`src/rtl/bcd_serial_addsub_if.sv`:
```
// Handshake and operand/result bundle for the digit-serial BCD adder/subtractor.
interface bcd_serial_addsub_if #(
    parameter int DIGITS = 4
);
    logic                  start;
    logic                  sub;
    logic                  cin;
    logic [4*DIGITS-1:0]   a;
    logic [4*DIGITS-1:0]   b;
    logic                  busy;
    logic                  done;
    logic [4*DIGITS-1:0]   result;
    logic                  cout;
    logic                  neg;
    logic                  err;

    // Requester side: drives operands and start, observes status and result.
    modport master (
        output start, sub, cin, a, b,
        input  busy, done, result, cout, neg, err
    );

    // Arithmetic unit side.
    modport slave (
        input  start, sub, cin, a, b,
        output busy, done, result, cout, neg, err
    );
endinterface

```
`src/rtl/bcd_serial_addsub.sv`:
```
// Multi-digit packed-BCD adder/subtractor, one decimal digit per clock, LSD first.
// Subtraction uses nine's complement plus an injected carry; a borrow-out result
// is converted to sign-magnitude by a second digit-serial ten's-complement pass.
module bcd_serial_addsub #(
    parameter int DIGITS = 4
) (
    input  logic                 clk,
    input  logic                 rst_n,
    bcd_serial_addsub_if.slave   bus
);
    localparam int W     = 4 * DIGITS;
    localparam int IDX_W = (DIGITS > 1) ? $clog2(DIGITS) : 1;
    localparam logic [IDX_W-1:0] LAST_IDX = IDX_W'(DIGITS - 1);

    typedef enum logic [1:0] {
        S_IDLE = 2'd0,
        S_ADD  = 2'd1,
        S_FIX  = 2'd2,
        S_DONE = 2'd3
    } state_t;

    state_t             state_q, state_d;
    logic [IDX_W-1:0]   idx_q, idx_d;
    logic               carry_q, carry_d;
    logic               sub_q, sub_d;
    logic [W-1:0]       a_q, a_d;
    logic [W-1:0]       b_q, b_d;
    logic [W-1:0]       result_q, result_d;
    logic               cout_q, cout_d;
    logic               neg_q, neg_d;
    logic               err_q, err_d;

    // Flag every incoming nibble that is not a decimal digit.
    logic [2*DIGITS-1:0] digit_bad;
    for (genvar gi = 0; gi < DIGITS; gi++) begin : g_digit_chk
        assign digit_bad[gi]          = (bus.a[4*gi +: 4] > 4'd9);
        assign digit_bad[DIGITS + gi] = (bus.b[4*gi +: 4] > 4'd9);
    end

    // Shared single-digit decimal adder used by both the ADD and FIX passes.
    logic [IDX_W+1:0] bit_base;
    logic [3:0]       op_x;
    logic [3:0]       op_y;
    logic [4:0]       raw_sum;
    logic [3:0]       sum_digit;
    logic             sum_carry;

    always_comb begin
        bit_base = {idx_q, 2'b00};
        op_x     = a_q[bit_base +: 4];
        op_y     = sub_q ? (4'd9 - b_q[bit_base +: 4]) : b_q[bit_base +: 4];
        if (state_q == S_FIX) begin
            // Ten's complement of the stored digit: (9 - r) plus the running carry.
            op_x = 4'd9 - result_q[bit_base +: 4];
            op_y = 4'd0;
        end
        raw_sum = {1'b0, op_x} + {1'b0, op_y} + {4'd0, carry_q};
        if (raw_sum > 5'd9) begin
            sum_digit = 4'(raw_sum - 5'd10);
            sum_carry = 1'b1;
        end else begin
            sum_digit = raw_sum[3:0];
            sum_carry = 1'b0;
        end
    end

    // Next-state and datapath update for the accept / add / fix / done sequence.
    always_comb begin
        state_d  = state_q;
        idx_d    = idx_q;
        carry_d  = carry_q;
        sub_d    = sub_q;
        a_d      = a_q;
        b_d      = b_q;
        result_d = result_q;
        cout_d   = cout_q;
        neg_d    = neg_q;
        err_d    = err_q;

        unique case (state_q)
            S_IDLE: begin
                if (bus.start) begin
                    a_d      = bus.a;
                    b_d      = bus.b;
                    sub_d    = bus.sub;
                    carry_d  = bus.sub ? 1'b1 : bus.cin;
                    idx_d    = '0;
                    result_d = '0;
                    cout_d   = 1'b0;
                    neg_d    = 1'b0;
                    err_d    = 1'b0;
                    if (|digit_bad) begin
                        err_d   = 1'b1;
                        state_d = S_DONE;
                    end else begin
                        state_d = S_ADD;
                    end
                end
            end
            S_ADD: begin
                result_d[bit_base +: 4] = sum_digit;
                carry_d = sum_carry;
                idx_d   = idx_q + IDX_W'(1);
                if (idx_q == LAST_IDX) begin
                    idx_d = '0;
                    if (!sub_q) begin
                        cout_d  = sum_carry;
                        state_d = S_DONE;
                    end else if (sum_carry) begin
                        state_d = S_DONE;
                    end else begin
                        // Borrow out: A < B, magnitude recovered in the FIX pass.
                        neg_d   = 1'b1;
                        carry_d = 1'b1;
                        state_d = S_FIX;
                    end
                end
            end
            S_FIX: begin
                result_d[bit_base +: 4] = sum_digit;
                carry_d = sum_carry;
                idx_d   = idx_q + IDX_W'(1);
                if (idx_q == LAST_IDX) begin
                    idx_d   = '0;
                    state_d = S_DONE;
                end
            end
            S_DONE: begin
                state_d = S_IDLE;
            end
            default: begin
                state_d = S_IDLE;
            end
        endcase
    end

    // State and datapath registers; reset abandons any operation in flight.
    always_ff @(posedge clk or negedge rst_n) begin
        if (!rst_n) begin
            state_q  <= S_IDLE;
            idx_q    <= '0;
            carry_q  <= 1'b0;
            sub_q    <= 1'b0;
            a_q      <= '0;
            b_q      <= '0;
            result_q <= '0;
            cout_q   <= 1'b0;
            neg_q    <= 1'b0;
            err_q    <= 1'b0;
        end else begin
            state_q  <= state_d;
            idx_q    <= idx_d;
            carry_q  <= carry_d;
            sub_q    <= sub_d;
            a_q      <= a_d;
            b_q      <= b_d;
            result_q <= result_d;
            cout_q   <= cout_d;
            neg_q    <= neg_d;
            err_q    <= err_d;
        end
    end

    assign bus.busy   = (state_q != S_IDLE);
    assign bus.done   = (state_q == S_DONE);
    assign bus.result = result_q;
    assign bus.cout   = cout_q;
    assign bus.neg    = neg_q;
    assign bus.err    = err_q;
endmodule

```
`src/flat_wrapper.sv`:
```
// flat-port wrapper written by rule: the top's interface ports become plain ports
module bcd_serial_addsub_flat 
#(
    parameter int DIGITS = 4
)
  (clk, rst_n, bus_start, bus_sub, bus_cin, bus_a, bus_b, bus_busy, bus_done, bus_result, bus_cout, bus_neg, bus_err);
  bcd_serial_addsub_if #(.DIGITS(DIGITS)) bus_i ();
  input  logic clk;
  input  logic rst_n;
  input wire logic [$bits(bus_i.start)-1:0] bus_start;
  input wire logic [$bits(bus_i.sub)-1:0] bus_sub;
  input wire logic [$bits(bus_i.cin)-1:0] bus_cin;
  input wire logic [$bits(bus_i.a)-1:0] bus_a;
  input wire logic [$bits(bus_i.b)-1:0] bus_b;
  output wire logic [$bits(bus_i.busy)-1:0] bus_busy;
  output wire logic [$bits(bus_i.done)-1:0] bus_done;
  output wire logic [$bits(bus_i.result)-1:0] bus_result;
  output wire logic [$bits(bus_i.cout)-1:0] bus_cout;
  output wire logic [$bits(bus_i.neg)-1:0] bus_neg;
  output wire logic [$bits(bus_i.err)-1:0] bus_err;
  assign bus_i.start = bus_start;
  assign bus_i.sub = bus_sub;
  assign bus_i.cin = bus_cin;
  assign bus_i.a = bus_a;
  assign bus_i.b = bus_b;
  assign bus_busy = bus_i.busy;
  assign bus_done = bus_i.done;
  assign bus_result = bus_i.result;
  assign bus_cout = bus_i.cout;
  assign bus_neg = bus_i.neg;
  assign bus_err = bus_i.err;
  bcd_serial_addsub #(.DIGITS(DIGITS)) u_core (.clk(clk), .rst_n(rst_n), .bus(bus_i));
endmodule
```
`config.mk`:
```
export PLATFORM = sky130hd
export DESIGN_NAME = bcd_serial_addsub_flat
export DESIGN_NICKNAME = d
export VERILOG_FILES = /design/src/rtl/bcd_serial_addsub_if.sv /design/src/rtl/bcd_serial_addsub.sv /design/src/flat_wrapper.sv
export SDC_FILE = /design/constraint.sdc
export NUM_CORES = 1
export LEC_CHECK = 0
export BUFFER_PORTS_ARGS = -buffer_cell sky130_fd_sc_hd__clkbuf_2
export CELL_PAD_IN_SITES_DETAIL_PLACEMENT = 2
export CELL_PAD_IN_SITES_GLOBAL_PLACEMENT = 2
export CORE_MARGIN = 8
export CORE_UTILIZATION = 39
export DETAILED_ROUTE_END_ITERATION = 12
export GPL_ROUTABILITY_DRIVEN = 0
export PLACE_DENSITY_LB_ADDON = 0.1
export SLEW_MARGIN = 5
export SYNTH_ARGS = -nofsm -noshare
export SYNTH_HDL_FRONTEND = slang
export SYNTH_SLANG_ARGS = --single-unit
```
`constraint.sdc`:
```
create_clock -name clk -period 5.8 [get_ports clk]
set_clock_uncertainty 0.2 [all_clocks]
set_input_delay 0.58 -clock clk [delete_from_list [all_inputs] [get_ports clk]]
set_output_delay 0.58 -clock clk [all_outputs]
set_load 0.02 [all_outputs]
```
### Word-level counts from Yosys, hierarchy flattened

Index checks and enable logic that the tools add are counted.

| storage, ports and cells | value |
|---|---|
| flip-flop bits (word level) | 57 |
| input port bits | 37 |
| output and inout port bits | 21 |
| word-level logic and storage cells | 86 |

| operators by class | value |
|---|---|
| $add $sub $neg | 7 |
| magnitude comparators | 9 |
| equal/unequal tests | 10 |
| shift-type cells | 5 |
| muxes and demuxes | 32 |
| reduce and logical (&&, ||, !) cells | 13 |

Operators by type and width:

| kind | number |
|---|---|
| $shiftx 16x5->4 | 3 |
| $gt 4x4->1 const B | 8 |
| $pmux 16 s2 | 1 |
| $bwmux 16 | 1 |
| $mux 16 | 1 |
| $mux 4 | 4 |
| $shift 4x6->16 const A | 1 |
| $shiftx 4x6->16 | 1 |
| $mux 2 | 7 |
| $mux 1 | 13 |
| $ne 2x2->1 const B | 4 |
| $pmux 2 s4 | 1 |
| $reduce_or 8->1 | 1 |
| $sub 4x4->4 const A | 2 |
| $eq 2x2->1 const B | 3 |
| $neg 4->6 | 1 |
| $reduce_and 2->1 | 3 |
| $reduce_bool 2->1 | 3 |
| $add 4x4->5 | 1 |
| $add 5x1->5 | 1 |
| $gt 5x4->1 const B | 1 |
| $reduce_and 5->1 | 1 |
| $ne 2x1->1 const B | 2 |
| $pmux 1 s2 | 2 |
| other kinds (10) | 10 |

### Depth between registers and ports, before layout

Gate-level depths: netlist of the first run.

| depth | value |
|---|---|
| depth in word-level cells | 12 |
| mapped depth | 16 |

### Worst setup path after synthesis of the first run

Ideal clock, no wire load.

| timing | value |
|---|---|
| path kind | register to register |
| from | register u_core.idx_q[0] |
| to | register u_core.result_q[1], in the netlist u_core.bus.result[1] |
| setup time | 130 ps |
| arrival time | 3531 ps |
| path slack | 1938 ps |
| cell stages (with the launch flop) | 16 |
| period minus slack after synthesis | 3862 ps |
| cells stage by stage | dfrtp_1 -> buf_2 -> buf_6 -> mux4_2 -> inv_1 -> ha_1 -> mux2_2 -> ha_1 -> xor2_1 -> inv_1 -> ha_1 -> a21o_1 -> a21oi_1 -> and4b_1 -> a211oi_2 -> o21ai_1 |

| on the way | value |
|---|---|
| word-level cells in the longest chain between the ends | 11 |

Ends and longest elaborated chain:

| element | RTL line | text |
|---|---|---|
| from (decl) | bcd_serial_addsub.sv:23 | `logic [IDX_W-1:0] idx_q, idx_d;` |
| from (signal assigned) | bcd_serial_addsub.sv:152 | `idx_q <= idx_d;` |
| $shiftx 16x5->4 | bcd_serial_addsub.sv:51 | `op_y = sub_q ? (4'd9 - b_q[bit_base +: 4]) : b_q[bit_base +: 4];` |
| $sub 4x4->4 | bcd_serial_addsub.sv:51 |  |
| $mux 4 | bcd_serial_addsub.sv:51 |  |
| $mux 4 | bcd_serial_addsub.sv:52 | `if (state_q == S_FIX) begin` |
| $add 4x4->5 | bcd_serial_addsub.sv:57 | `raw_sum = {1'b0, op_x} + {1'b0, op_y} + {4'd0, carry_q};` |
| $add 5x1->5 | bcd_serial_addsub.sv:57 |  |
| $sub 4x4->4 / $gt 5x4->1 (equally long branches) | bcd_serial_addsub.sv:59, bcd_serial_addsub.sv:58 |  |
| $mux 4 | bcd_serial_addsub.sv:58 | `if (raw_sum > 5'd9) begin` |
| $shiftx 4x6->16 | bcd_serial_addsub.sv:101, bcd_serial_addsub.sv:120 |  |
| $bwmux 16 (*) | bcd_serial_addsub.sv:101, bcd_serial_addsub.sv:120 |  |
| $pmux 16 s2 (*) | bcd_serial_addsub.sv:80 | `unique case (state_q)` |
| to (signal assigned) | bcd_serial_addsub.sv:157 | `result_q <= result_d;` |
| to (decl) | bcd_serial_addsub.sv:28 | `logic [W-1:0] result_q, result_d;` |

Every way passes the cells marked *; elsewhere a longest branch is shown, timed or not.
A chain may end at the register's enable or synchronous reset.

### Worst setup path in the final report of the first run

| timing | value |
|---|---|
| from | register u_core.idx_q[0] |
| to | register u_core.result_q[9], in the netlist u_core.bus.result[9] |

The elaborated chain is that of the path after synthesis.

==> summary by stage, run 1 <==
Place
The setup slack at placement is 1.15 ns. The count of buffers added on input and output ports is 57. The HPWL after detailed placement is 7130 um.

Including well taps, the total number of placed cells is 434.

Floorplan
In this run the core area contains 33 standard-cell rows. The die boundary height is 107 um. The count of pins on the block boundary is 58. The overall die width is 107 um. The core box area is 0.00813 mm^2. The area of the die is 0.0114 mm^2. The initial core utilization is 39.7%.

Layout
The total area of multi-input combinational cells is 0.00164 mm^2. Relative to the synthesized area, the layout overhead comes to 16.6%. The final instance count without filler cells is 450. Registers take 0.00143 mm^2. Cells with a size suffix above 1 make up 38.0% of the layout. In the layout the commonest cells are sky130_fd_sc_hd__clkbuf_2, sky130_fd_sc_hd__dfrtp_1, sky130_fd_sc_hd__mux2_2, sky130_fd_sc_hd__o21ai_0. The post-layout net count is 393. The number of antenna diodes in the final layout is 0. The final-layout fill cell count is 869.

CTS
The buffer cell driving the clock tree root is sky130_fd_sc_hd__clkbuf_8. The quantity of gates resized following cts is 0. In this run the deepest clock path goes through 2 buffers. The number of setup buffers added after CTS is 0.

Hold repair after CTS inserted 0 buffers. Buffers inserted during clock tree synthesis total 9. In this run the number of H-tree levels came out at 3. The clock latency on the worst-skew pair is 0.34 ns. The clock transition at the registers of the reported paths is 0.08 ns. The number of clock sinks is 57.

The clock tree from TritonCTS is built.

Run status
The run finished with clean final reports.

GRT
The met1 capacity usage during global routing is 20.9%. The number of antenna violations at the first check in global routing came to 0. The via count of the first global-routing pass was 2836.

Global routing consumed, on the met2 layer, 30.2% of the routing resources. The wire length of the first global-routing pass is 15400 um. The most used routing layer is met2.

Summed over all layers, the global routing overflow is 0. The met3 global-route usage is 3.84%. The maximum number of pins on one net before global-route repair is 58. The total track usage is 17.2%.

Synth
The number of standard cells after synthesis is 281. Counting flops with an async set or reset pin after synthesis yields a share of 100%. The number of nets handed over by synthesis was 334. Yosys mapped a number of flops with a built-in enable equal to 0.

Sequential elements use 44.2% of the synthesized area. The unique cell type count in the Yosys netlist is 45. The synthesized design contains 57 register bits. The count of yosys warnings during synthesis is 0. In the synthesized netlist the dominant register cell turns out to be sky130_fd_sc_hd__dfrtp_1. The synthesized netlist occupies a cell area of 0.00323 mm^2. A synthesized cell averages 11.5 um^2.

Worst setup path
The highest fanout seen on the critical path is 18. The largest stage delay on the critical path is 0.96 ns. In this run the critical register-to-register path is launched from u_core.idx_q[0]. The slowest stage cell on the critical path is sky130_fd_sc_hd__dfrtp_1. The classification of the worst setup path is reg2reg. The critical path startpoint is u_core.idx_q[0]. The signal on the critical path passes through mux4_2 -> xor2_1 -> nand2_1 -> fa_1 -> inv_1 -> fa_1 -> xor2_1 -> inv_1 -> ha_1 -> a21boi_1 -> nand3_1 -> and4b_1 -> a211oi_2 -> o21ai_1. The cell family contributing the most delay on the critical path is flip-flops. The worst setup path is captured at a flip-flop. The sum of buffers and inverters on the critical path is 2. The data arrival time of the critical path is 4.58 ns. The worst setup path is launched from a flip-flop.

Data on the critical path is required at its endpoint by 5.82 ns.

Route
The DRC violation count after routing is 0. The average wire per cell in the routed design is 20.7 um. The final antenna-violating net count is 0. The detail-routed via count per cell is 5.44. The first TritonRoute pass finished after 4 iterations. The initial DRC count is 68.

The total via count in the routed design is 2450. The final wirelength is 9300 um.

STA
The number of endpoints with negative hold slack in the final report is 0. Setup violations remaining at the end of the flow were counted as 0. The worst-margin pin slew is 0.940 ns. The total count of max-transition violations in the final report is 0. After layout, the worst setup slack is 1.24 ns. The worst max-slew margin expressed relative to the limit is 37.3%. Summed over all failing endpoints, the final setup total negative slack is 0 ns. After layout, the minimum clock period comes to 4.56 ns. Static timing analysis puts the maximum clock frequency at 0.219 GHz. Hold is met by 0.184 ns. Setup repair after global routing left no endpoint under its margin. In the finished design, the share of the clock period the worst path needs comes to 78.7%.

Run
Across the run, the number of max-cap violations was 0.

Worst hold path
The path class of the lowest-slack min-delay path is in2async.
-- cells by family (layout without fill, tap and decap cells) --
kind of cell	Yosys count	in the layout	synth area share, %
compound gates	63	63	12.2
simple gates	58	58	9.49
flops	57	57	44.2
mux	49	49	21.2
buf+inv	33	97	4.92
fa+ha+maj	16	16	6.66
xor+xnor	5	5	1.36
-- worst paths after layout --
kind	endpoint	slack, ns	depth (start not counted)
hold / removal	u_core.a_q[14]	0.18	2
max in group asynchronous	u_core.b_q[4]	4.72	2
min in group clk	u_core.a_q[12]	0.27	2
setup reg to reg	u_core.bus.result[9]	1.24	14
hold reg to reg	u_core.bus.err	0.29	2
setup / recovery	u_core.bus.result[9]	1.24	14
-- per-stage QoR --
step | cell area, um^2 | util, %
3_5_place_dp | 3580 | 44.1
5_1_grt | 3770 | 46.3
4_1_cts | 3770 | 46.3
6_report | 3770 | 46.3
2_1_floorplan | 3230 | -
3_3_place_gp | 3580 | 44.1
-- routing by layer --
layer / wire length, um / vias up
met2: 4830 / 46
met1: 4080 / 1272
met3: 314 / 6
li1: - / 1126
met5: 0 / -
met4: 74 / 0
-- worst register-to-register path: stages, from the launching register on --
cell,delay (ns)
sky130_fd_sc_hd__dfrtp_1,0.96
sky130_fd_sc_hd__mux4_2,0.61
sky130_fd_sc_hd__xor2_1,0.16
sky130_fd_sc_hd__nand2_1,0.10
sky130_fd_sc_hd__fa_1,0.45
sky130_fd_sc_hd__inv_1,0.08
sky130_fd_sc_hd__fa_1,0.20
sky130_fd_sc_hd__xor2_1,0.28
sky130_fd_sc_hd__inv_1,0.11
sky130_fd_sc_hd__ha_1,0.26
sky130_fd_sc_hd__a21boi_1,0.19
sky130_fd_sc_hd__nand3_1,0.16
sky130_fd_sc_hd__and4b_1,0.22
sky130_fd_sc_hd__a211oi_2,0.34
sky130_fd_sc_hd__o21ai_1,0.13
-- final cells by class --
cell class              instances  share of cell area, %
flip-flops and latches         57                   37.9
inverters                      22                   2.19
clock buffers                  10                   3.65
multi-input cells             191                   43.7
clock inverters                 6                   1.16
repair buffers                 59                   7.97
well taps                     105                   3.49
-- synth_stat cells, drive strengths merged, types with 5 or more instances --
cell | count | area share [%]
a21oi | 9 | 1.6
nand3 | 5 | 1.2
nor2 | 16 | 1.9
inv | 20 | 2.3
mux2 | 34 | 12
nand2 | 20 | 2.3
a21o | 5 | 1.2
ha | 14 | 5.4
o21ai | 35 | 5.8
dfrtp | 57 | 44
mux4 | 12 | 8.4
buf | 10 | 2.2
-- flip-flops by register name, indices dropped and copies added (netlist names) --
name and cells:
u_core.a_q 16, u_core.b_q 16, u_core.bus.result 16, u_core.idx_q 2
u_core.state_q 2, u_core.bus.cout 1, u_core.bus.err 1, u_core.bus.neg 1
u_core.carry_q 1, u_core.sub_q 1
Power of run 1 is not shown: default switching activity piles up to over one toggle a cycle in this logic, so the estimate is an artifact.
==> run 2, diff against run 1 <==
CORE_UTILIZATION = 33   (was 39)
clock period = 3.7 ns   (was 5.8 ns; I/O delays follow)
==> run 2 against run 1 <==
  * Sequential cell count unchanged
  * Register-to-register slack worse by 1.2 ns
  * Utilization decreased by 3.2 points
  * Worst setup slack got worse by 1.2 ns
  * Highest routed layer unchanged
==> summary by stage, run 2 (synthesis gave the netlist of run 1 again) <==
Place
The count of buffers from port buffering came to 57 (unchanged). The HPWL after detailed placement is 7630 um (was 7130 um). The standard cell area after detailed placement is 0.00383 mm^2 (was 0.00358 mm^2). The total instance count after detailed placement is 484 (was 434).

Layout
The most common cell after layout, fill and taps aside is sky130_fd_sc_hd__clkbuf_2. The number of antenna repair diodes came to 0 (unchanged). Commonest non-fill, non-tap cells in the layout: sky130_fd_sc_hd__clkbuf_2, sky130_fd_sc_hd__dfrtp_1, sky130_fd_sc_hd__mux2_2, sky130_fd_sc_hd__buf_4, sky130_fd_sc_hd__o21ai_0 (was sky130_fd_sc_hd__clkbuf_2, sky130_fd_sc_hd__dfrtp_1, sky130_fd_sc_hd__mux2_2, sky130_fd_sc_hd__o21ai_0). The final design instance area without fill was 0.00416 mm^2 (was 0.00377 mm^2). The core occupancy in the finished layout is 43.1% (was 46.3%). The area growth from synthesis to final layout came to 28.7% (was 16.6%). The final instance count without filler cells is 506 (was 450).

The post-layout net count came to 421 (was 393). The fraction of layout instances using a drive strength above 1 was 47.2% (was 38.0%).

CTS
The total number of H-tree levels came to 3 (unchanged). The buffer cell driving the clock tree root was sky130_fd_sc_hd__clkbuf_8 (unchanged). The clock transition at the registers of the reported paths is 0.07 ns (was 0.08 ns). The CTS buffer count came to 9 (unchanged).

The clock tree from TritonCTS is built (unchanged). The clock latency on the worst-skew pair is 0.35 ns (was 0.34 ns). The maximum number of buffers from clock root to sink is 2 (unchanged). The number of clock sinks is 57 (unchanged).

Worst hold path
In this run the most critical hold path is launched from bus_a[4]. The path class of the lowest-slack min-delay path was in2reg (was in2async). The hold path depth is 2.

STA
The worst max-slew margin expressed relative to the limit came to 40.0% (was 37.3%). The number of endpoints with negative hold slack in the final report was 0 (unchanged). The worst-margin pin slew is 0.900 ns (was 0.940 ns). The number of failing setup endpoints in the final timing report is 0 (unchanged). The post-route fraction of the period consumed by the critical path is 99.1% (was 78.7%).

Setup repair after global routing missed its margin: true (was false). The final period demand of the worst path is 3.67 ns (was 4.56 ns). The total count of max-transition violations in the final report is 0 (unchanged). The maximum achievable frequency is 0.273 GHz (was 0.219 GHz).

GRT
The via count of the first global-routing pass is 2918 (was 2836). The total track usage is 16.0% (was 17.2%). The most used routing layer is met2 (unchanged). The met1 capacity usage during global routing is 20.4% (was 20.9%). The number of antenna violations at the first check in global routing is 0 (unchanged).

The global routing met2 resource utilization is 25.4% (was 30.2%). The total grt overflow is 0 (unchanged). The maximum number of pins on one net before global-route repair is 37 (was 58).

The met3 global-route usage was 2.99% (was 3.84%). The wire length of the first global-routing pass is 16000 um (was 15400 um).

Worst setup path
The data arrival time of the critical path is 3.69 ns (was 4.58 ns). The timing endpoint of the critical path was u_core.bus.result[1] (was u_core.bus.result[9]). The kind of capture point of the worst setup path was a flip-flop (unchanged).

The largest stage delay on the critical path is 0.54 ns (was 0.96 ns). The capturing point of the worst reg2reg path is u_core.bus.result[1] (was u_core.bus.result[9]). The slowest stage cell on the critical path is sky130_fd_sc_hd__mux4_2 (was sky130_fd_sc_hd__dfrtp_1). The required time of the worst setup path was 3.72 ns (was 5.82 ns).

The critical path depth was 15 (was 14). The startpoint of the worst-slack reg-to-reg timing path is u_core.idx_q[0] (unchanged). The highest fanout seen on the critical path came to 6 (was 18). The reg2reg setup slack is 0.03 ns (was 1.24 ns). The classification of the worst setup path was reg2reg (unchanged). The sum of buffers and inverters on the critical path came to 3 (was 2). The depth of the worst register-to-register path was 15 (was 14). The kind of start point of the critical path is a flip-flop (unchanged). Cell breakdown of the critical path: buf_12 -> mux4_2 -> nor2_4 -> a21oi_2 -> fa_2 -> inv_2 -> fa_2 -> xor2_2 -> inv_2 -> ha_4 -> a21o_4 -> a21oi_2 -> and4b_1 -> a211oi_4 -> o21ai_1 (was mux4_2 -> xor2_1 -> nand2_1 -> fa_1 -> inv_1 -> fa_1 -> xor2_1 -> inv_1 -> ha_1 -> a21boi_1 -> nand3_1 -> and4b_1 -> a211oi_2 -> o21ai_1). The critical path startpoint was u_core.idx_q[0] (unchanged). The cell family contributing the most delay on the critical path is compound AO/OA/AOI/OAI gates (was flip-flops).

Run status
Result of the run: completed (unchanged).

Route
The final wirelength was 9760 um (was 9300 um). The number of detailed-route iterations in the first pass was 4 (unchanged). The DRC violation count after routing is 0 (unchanged). The detail-routed via count per cell is 5.03 (was 5.44). The total via count in the routed design is 2544 (was 2450).

The initial DRC count came to 60 (was 68). The average wire per cell in the routed design came to 19.3 um (was 20.7 um). The final antenna-violating net count is 0 (unchanged).

Floorplan
The die boundary height is 115 um (was 107 um). The number of rows created at floorplan is 36 (was 33). The area of the die is 0.0132 mm^2 (was 0.0114 mm^2). The overall die width is 115 um (was 107 um).

The count of pins on the block boundary is 58 (unchanged). The core box area came to 0.00964 mm^2 (was 0.00813 mm^2). The initial core utilization is 33.5% (was 39.7%).

Run
The max-cap check violation count is 0 (unchanged).
[run 2: cell types whose count changed in the layout (fill, tap and decap cells not counted), sizes merged]
cell	before	now
buf	2	29
bufinv	0	1
clkbuf	67	68
clkinvlp	4	2
dlygate4sd3	0	1
[run 2: worst min-delay path by stage]
| stage | to | slack (ns) |
|---|---|---|
| floorplan | u_core.a_q[0] | -0.13 |
| global placement | u_core.bus.err | 0.27 |
| detailed placement | u_core.bus.err | 0.27 |
| CTS | u_core.a_q[12] | 0.03 |
| global route | u_core.a_q[12] | 0.05 |
| finish | u_core.a_q[4] | 0.05 |
[run 2: what timing repair did]
item	in CTS	in global routing
gates resized for setup	10	13
hold buffers	1	0
endpoints found under the setup margin	11	13
pin swaps	8	14
setup buffers	4	1
endpoints found under the hold margin	30	0
[run 2: cell type report]
cell class	count	area [um^2]
Clock inverter	5	55.1
Clock buffer	11	141
Sequential cell	57	1430
Timing Repair Buffer	87	546
Multi-Input combinational cell	191	1740
Tap cell	133	166
Fill cell	1047	5480
Inverter	22	82.6
[run 2: layer usage]
metal  up-vias  wire length [um]
met5         -                 0
met3        14               289
met1      1298              4510
met2        50              4750
met4         0               216
li1       1182                 -
[run 2: per-stage QoR]
step / setup WS, ns / hold slack, ns / setup TNS [ns]
2_1_floorplan: 0.00256 / -0.126 / 0
6_report: 0.0336 / 0.0545 / 0
3_3_place_gp: -0.0435 / 0.269 / -0.168
3_5_place_dp: -0.199 / 0.274 / -1.37
5_1_grt: -0.129 / 0.0456 / -0.587
4_1_cts: -0.00613 / 0.0293 / -0.00903
Power of run 2 is left out for the same reason.
==> run 3, diff against run 2 <==
CORE_UTILIZATION = 36   (was 33)
SETUP_SLACK_MARGIN = 0.05   (was default)
clock period = 3.57 ns   (was 3.7 ns; I/O delays follow)
==> run 3 against run 2 <==
  * Worst setup slack got worse by 0.092 ns
  * The run now ends with negative setup slack left
  * Global-route usage increased by 1.3 points
  * Critical path depth fell by 1
  * Largest cell class unchanged
==> summary by stage, run 3 (synthesis gave the netlist of run 1 again) <==
Layout
The final design instance area without fill was 0.00428 mm^2 (was 0.00416 mm^2). The fraction of layout instances using a drive strength above 1 is 50.7% (was 47.2%). The post-layout net count is 429 (was 421). The most common cell after layout, fill and taps aside is sky130_fd_sc_hd__clkbuf_2 (unchanged). The area growth from synthesis to final layout is 32.7% (was 28.7%). The core occupancy in the finished layout was 49.1% (was 43.1%). The number of antenna repair diodes is 0 (unchanged).

The final-layout fill cell count is 898 (was 1047). Commonest non-fill, non-tap cells in the layout: sky130_fd_sc_hd__clkbuf_2, sky130_fd_sc_hd__dfrtp_1, sky130_fd_sc_hd__buf_4, sky130_fd_sc_hd__mux2_2, sky130_fd_sc_hd__o21ai_0 (was sky130_fd_sc_hd__clkbuf_2, sky130_fd_sc_hd__dfrtp_1, sky130_fd_sc_hd__mux2_2, sky130_fd_sc_hd__buf_4, sky130_fd_sc_hd__o21ai_0).

CTS
The clock latency on the worst-skew pair came to 0.35 ns (about the same). The number of clock sinks came to 57 (unchanged). The clock tree from TritonCTS is built (unchanged). The maximum number of buffers from clock root to sink was 2 (unchanged). The total number of H-tree levels is 3 (unchanged). The buffer cell driving the clock tree root is sky130_fd_sc_hd__clkbuf_8 (unchanged). The clock transition at the registers of the reported paths is 0.07 ns (about the same). The CTS buffer count came to 9 (unchanged).

Worst setup path
The kind of start point of the critical path is a flip-flop (unchanged). The classification of the worst setup path is reg2reg (unchanged). The kind of capture point of the worst setup path is a flip-flop (unchanged). The data arrival time of the critical path is 3.65 ns (was 3.69 ns). The highest fanout seen on the critical path came to 5 (was 6). The required time of the worst setup path was 3.59 ns (was 3.72 ns).

Route
The final wirelength is 10400 um (was 9760 um). The detail-routed via count per cell is 5.32 (was 5.03). The number of detailed-route iterations in the first pass is 4 (unchanged). The average wire per cell in the routed design was 21.2 um (was 19.3 um). The initial DRC count is 48 (was 60).

The DRC violation count after routing is 0 (unchanged). The total via count in the routed design is 2603 (was 2544). The final antenna-violating net count was 0 (unchanged).

Floorplan
The count of pins on the block boundary was 58 (unchanged). The initial core utilization is 37.0% (was 33.5%). The overall die width is 111 um (was 115 um). The die boundary height is 111 um (was 115 um).

The area of the die was 0.0123 mm^2 (was 0.0132 mm^2). The number of rows created at floorplan is 34 (was 36). The core box area is 0.00872 mm^2 (was 0.00964 mm^2).

STA
The post-route fraction of the period consumed by the critical path is 102% (was 99.1%). The worst-margin pin slew was 0.866 ns (was 0.900 ns). The total count of max-transition violations in the final report is 0 (unchanged). The final period demand of the worst path is 3.63 ns (was 3.67 ns). The worst hold slack came to 0.0426 ns (was 0.0545 ns).

The maximum achievable frequency is 0.276 GHz (was 0.273 GHz). Setup repair after global routing missed its margin: true (unchanged). The post-route worst setup slack came to -0.0586 ns (was 0.0336 ns).

The worst max-slew margin expressed relative to the limit is 42.3% (was 40.0%). The number of endpoints with negative hold slack in the final report is 0 (unchanged). The number of failing setup endpoints in the final timing report is 8 (was 0).

GRT
The total track usage was 17.3% (was 16.0%). The number of antenna violations at the first check in global routing is 0 (unchanged). The met3 global-route usage is 3.79% (was 2.99%). The most used routing layer is met2 (unchanged).

The via count of the first global-routing pass is 3027 (was 2918). The total grt overflow came to 0 (unchanged). The maximum number of pins on one net before global-route repair is 37 (unchanged). The wire length of the first global-routing pass was 16900 um (was 16000 um). The global routing met2 resource utilization is 29.2% (was 25.4%). The met1 capacity usage during global routing is 21.2% (was 20.4%).

Place
The count of buffers from port buffering is 57 (unchanged). The standard cell area after detailed placement is 0.00383 mm^2 (about the same). The HPWL after detailed placement is 7630 um (about the same).

Run status
The final reports fail on negative setup slack. Result of the run: complete, but fails checks (was completed).

Run
The max-cap check violation count is 0 (unchanged).

Worst hold path
The path class of the lowest-slack min-delay path was in2reg (unchanged).
[run 3: cell count changes in the layout (fill, tap and decap cells not counted), moves of 2 or more]
| cell | change |
|---|---|
| sky130_fd_sc_hd__a21oi_4 | +2 |
| sky130_fd_sc_hd__buf_4 | +9 |
| sky130_fd_sc_hd__clkbuf_8 | +2 |
| sky130_fd_sc_hd__clkinvlp_4 | -2 |
| sky130_fd_sc_hd__inv_1 | -2 |
| sky130_fd_sc_hd__inv_2 | +2 |
| sky130_fd_sc_hd__nor3_1 | -2 |
[run 3: final cells by class]
type                       instances  area (um^2)  area share [%]
sequential                        57         1430            33.3
tap                              108          135            3.15
inverter                          22         82.6            1.93
multi-input combinational        191         1810            42.2
timing repair buffer              95          593            13.8
clock buffer                      12          165            3.86
clock inverter                     4         73.8            1.72
[run 3: critical path, cell delays in order (launching register included)]
cell                       delay [ns]
sky130_fd_sc_hd__dfrtp_2         0.43
sky130_fd_sc_hd__buf_12          0.14
sky130_fd_sc_hd__mux4_2          0.51
sky130_fd_sc_hd__inv_2           0.10
sky130_fd_sc_hd__ha_4            0.20
sky130_fd_sc_hd__mux2_4          0.28
sky130_fd_sc_hd__ha_4            0.30
sky130_fd_sc_hd__xor2_4          0.16
sky130_fd_sc_hd__inv_2           0.07
sky130_fd_sc_hd__ha_4            0.17
sky130_fd_sc_hd__a21o_4          0.22
sky130_fd_sc_hd__a21oi_2         0.09
sky130_fd_sc_hd__and4b_2         0.26
sky130_fd_sc_hd__a211oi_4        0.26
sky130_fd_sc_hd__o21ai_1         0.11
[run 3: timing repair]
action / CTS / global route
buffers inserted: 5 / 4
setup endpoints to repair: 16 / 16
hold buffers: 1 / 0
gates resized for setup: 15 / 14
hold endpoints to repair: 32 / 0
pin swaps: 17 / 8
[run 3: worst paths after layout]
kind                                 start                    end  slack (ns)  depth (start not counted)
max                        u_core.idx_q[0]   u_core.bus.result[5]       -0.06                         14
min                               bus_a[0]          u_core.a_q[0]        0.04                          2
max reg2reg                u_core.idx_q[0]   u_core.bus.result[5]       -0.06                         14
min reg2reg                 u_core.bus.err         u_core.bus.err        0.30                          2
max in group asynchronous            rst_n         u_core.carry_q        1.98                          3
min in group asynchronous            rst_n  u_core.bus.result[14]        0.46                          2
[run 3: per-stage QoR]
step / setup slack, ns / instances / TNS (ns)
3_5_place_dp: -0.253 / 463 / -2.18
5_1_grt: -0.208 / 489 / -2.55
4_1_cts: -0.0894 / 485 / -0.535
2_1_floorplan: -0.00133 / 281 / -0.00534
6_report: -0.0586 / 489 / -0.383
3_3_place_gp: -0.115 / 463 / -0.719
[run 3: metal layers]
| metal | share of wire [%] | wire, um | vias to the layer above |
|---|---|---|---|
| met1 | 44 | 4520 | 1339 |
| met3 | 3.7 | 384 | 12 |
| met4 | 1.3 | 139 | 0 |
| met5 | 0 | 0 | - |
| met2 | 51 | 5310 | 57 |
| li1 | - | - | 1195 |
Power of run 3 is left out for the same reason.
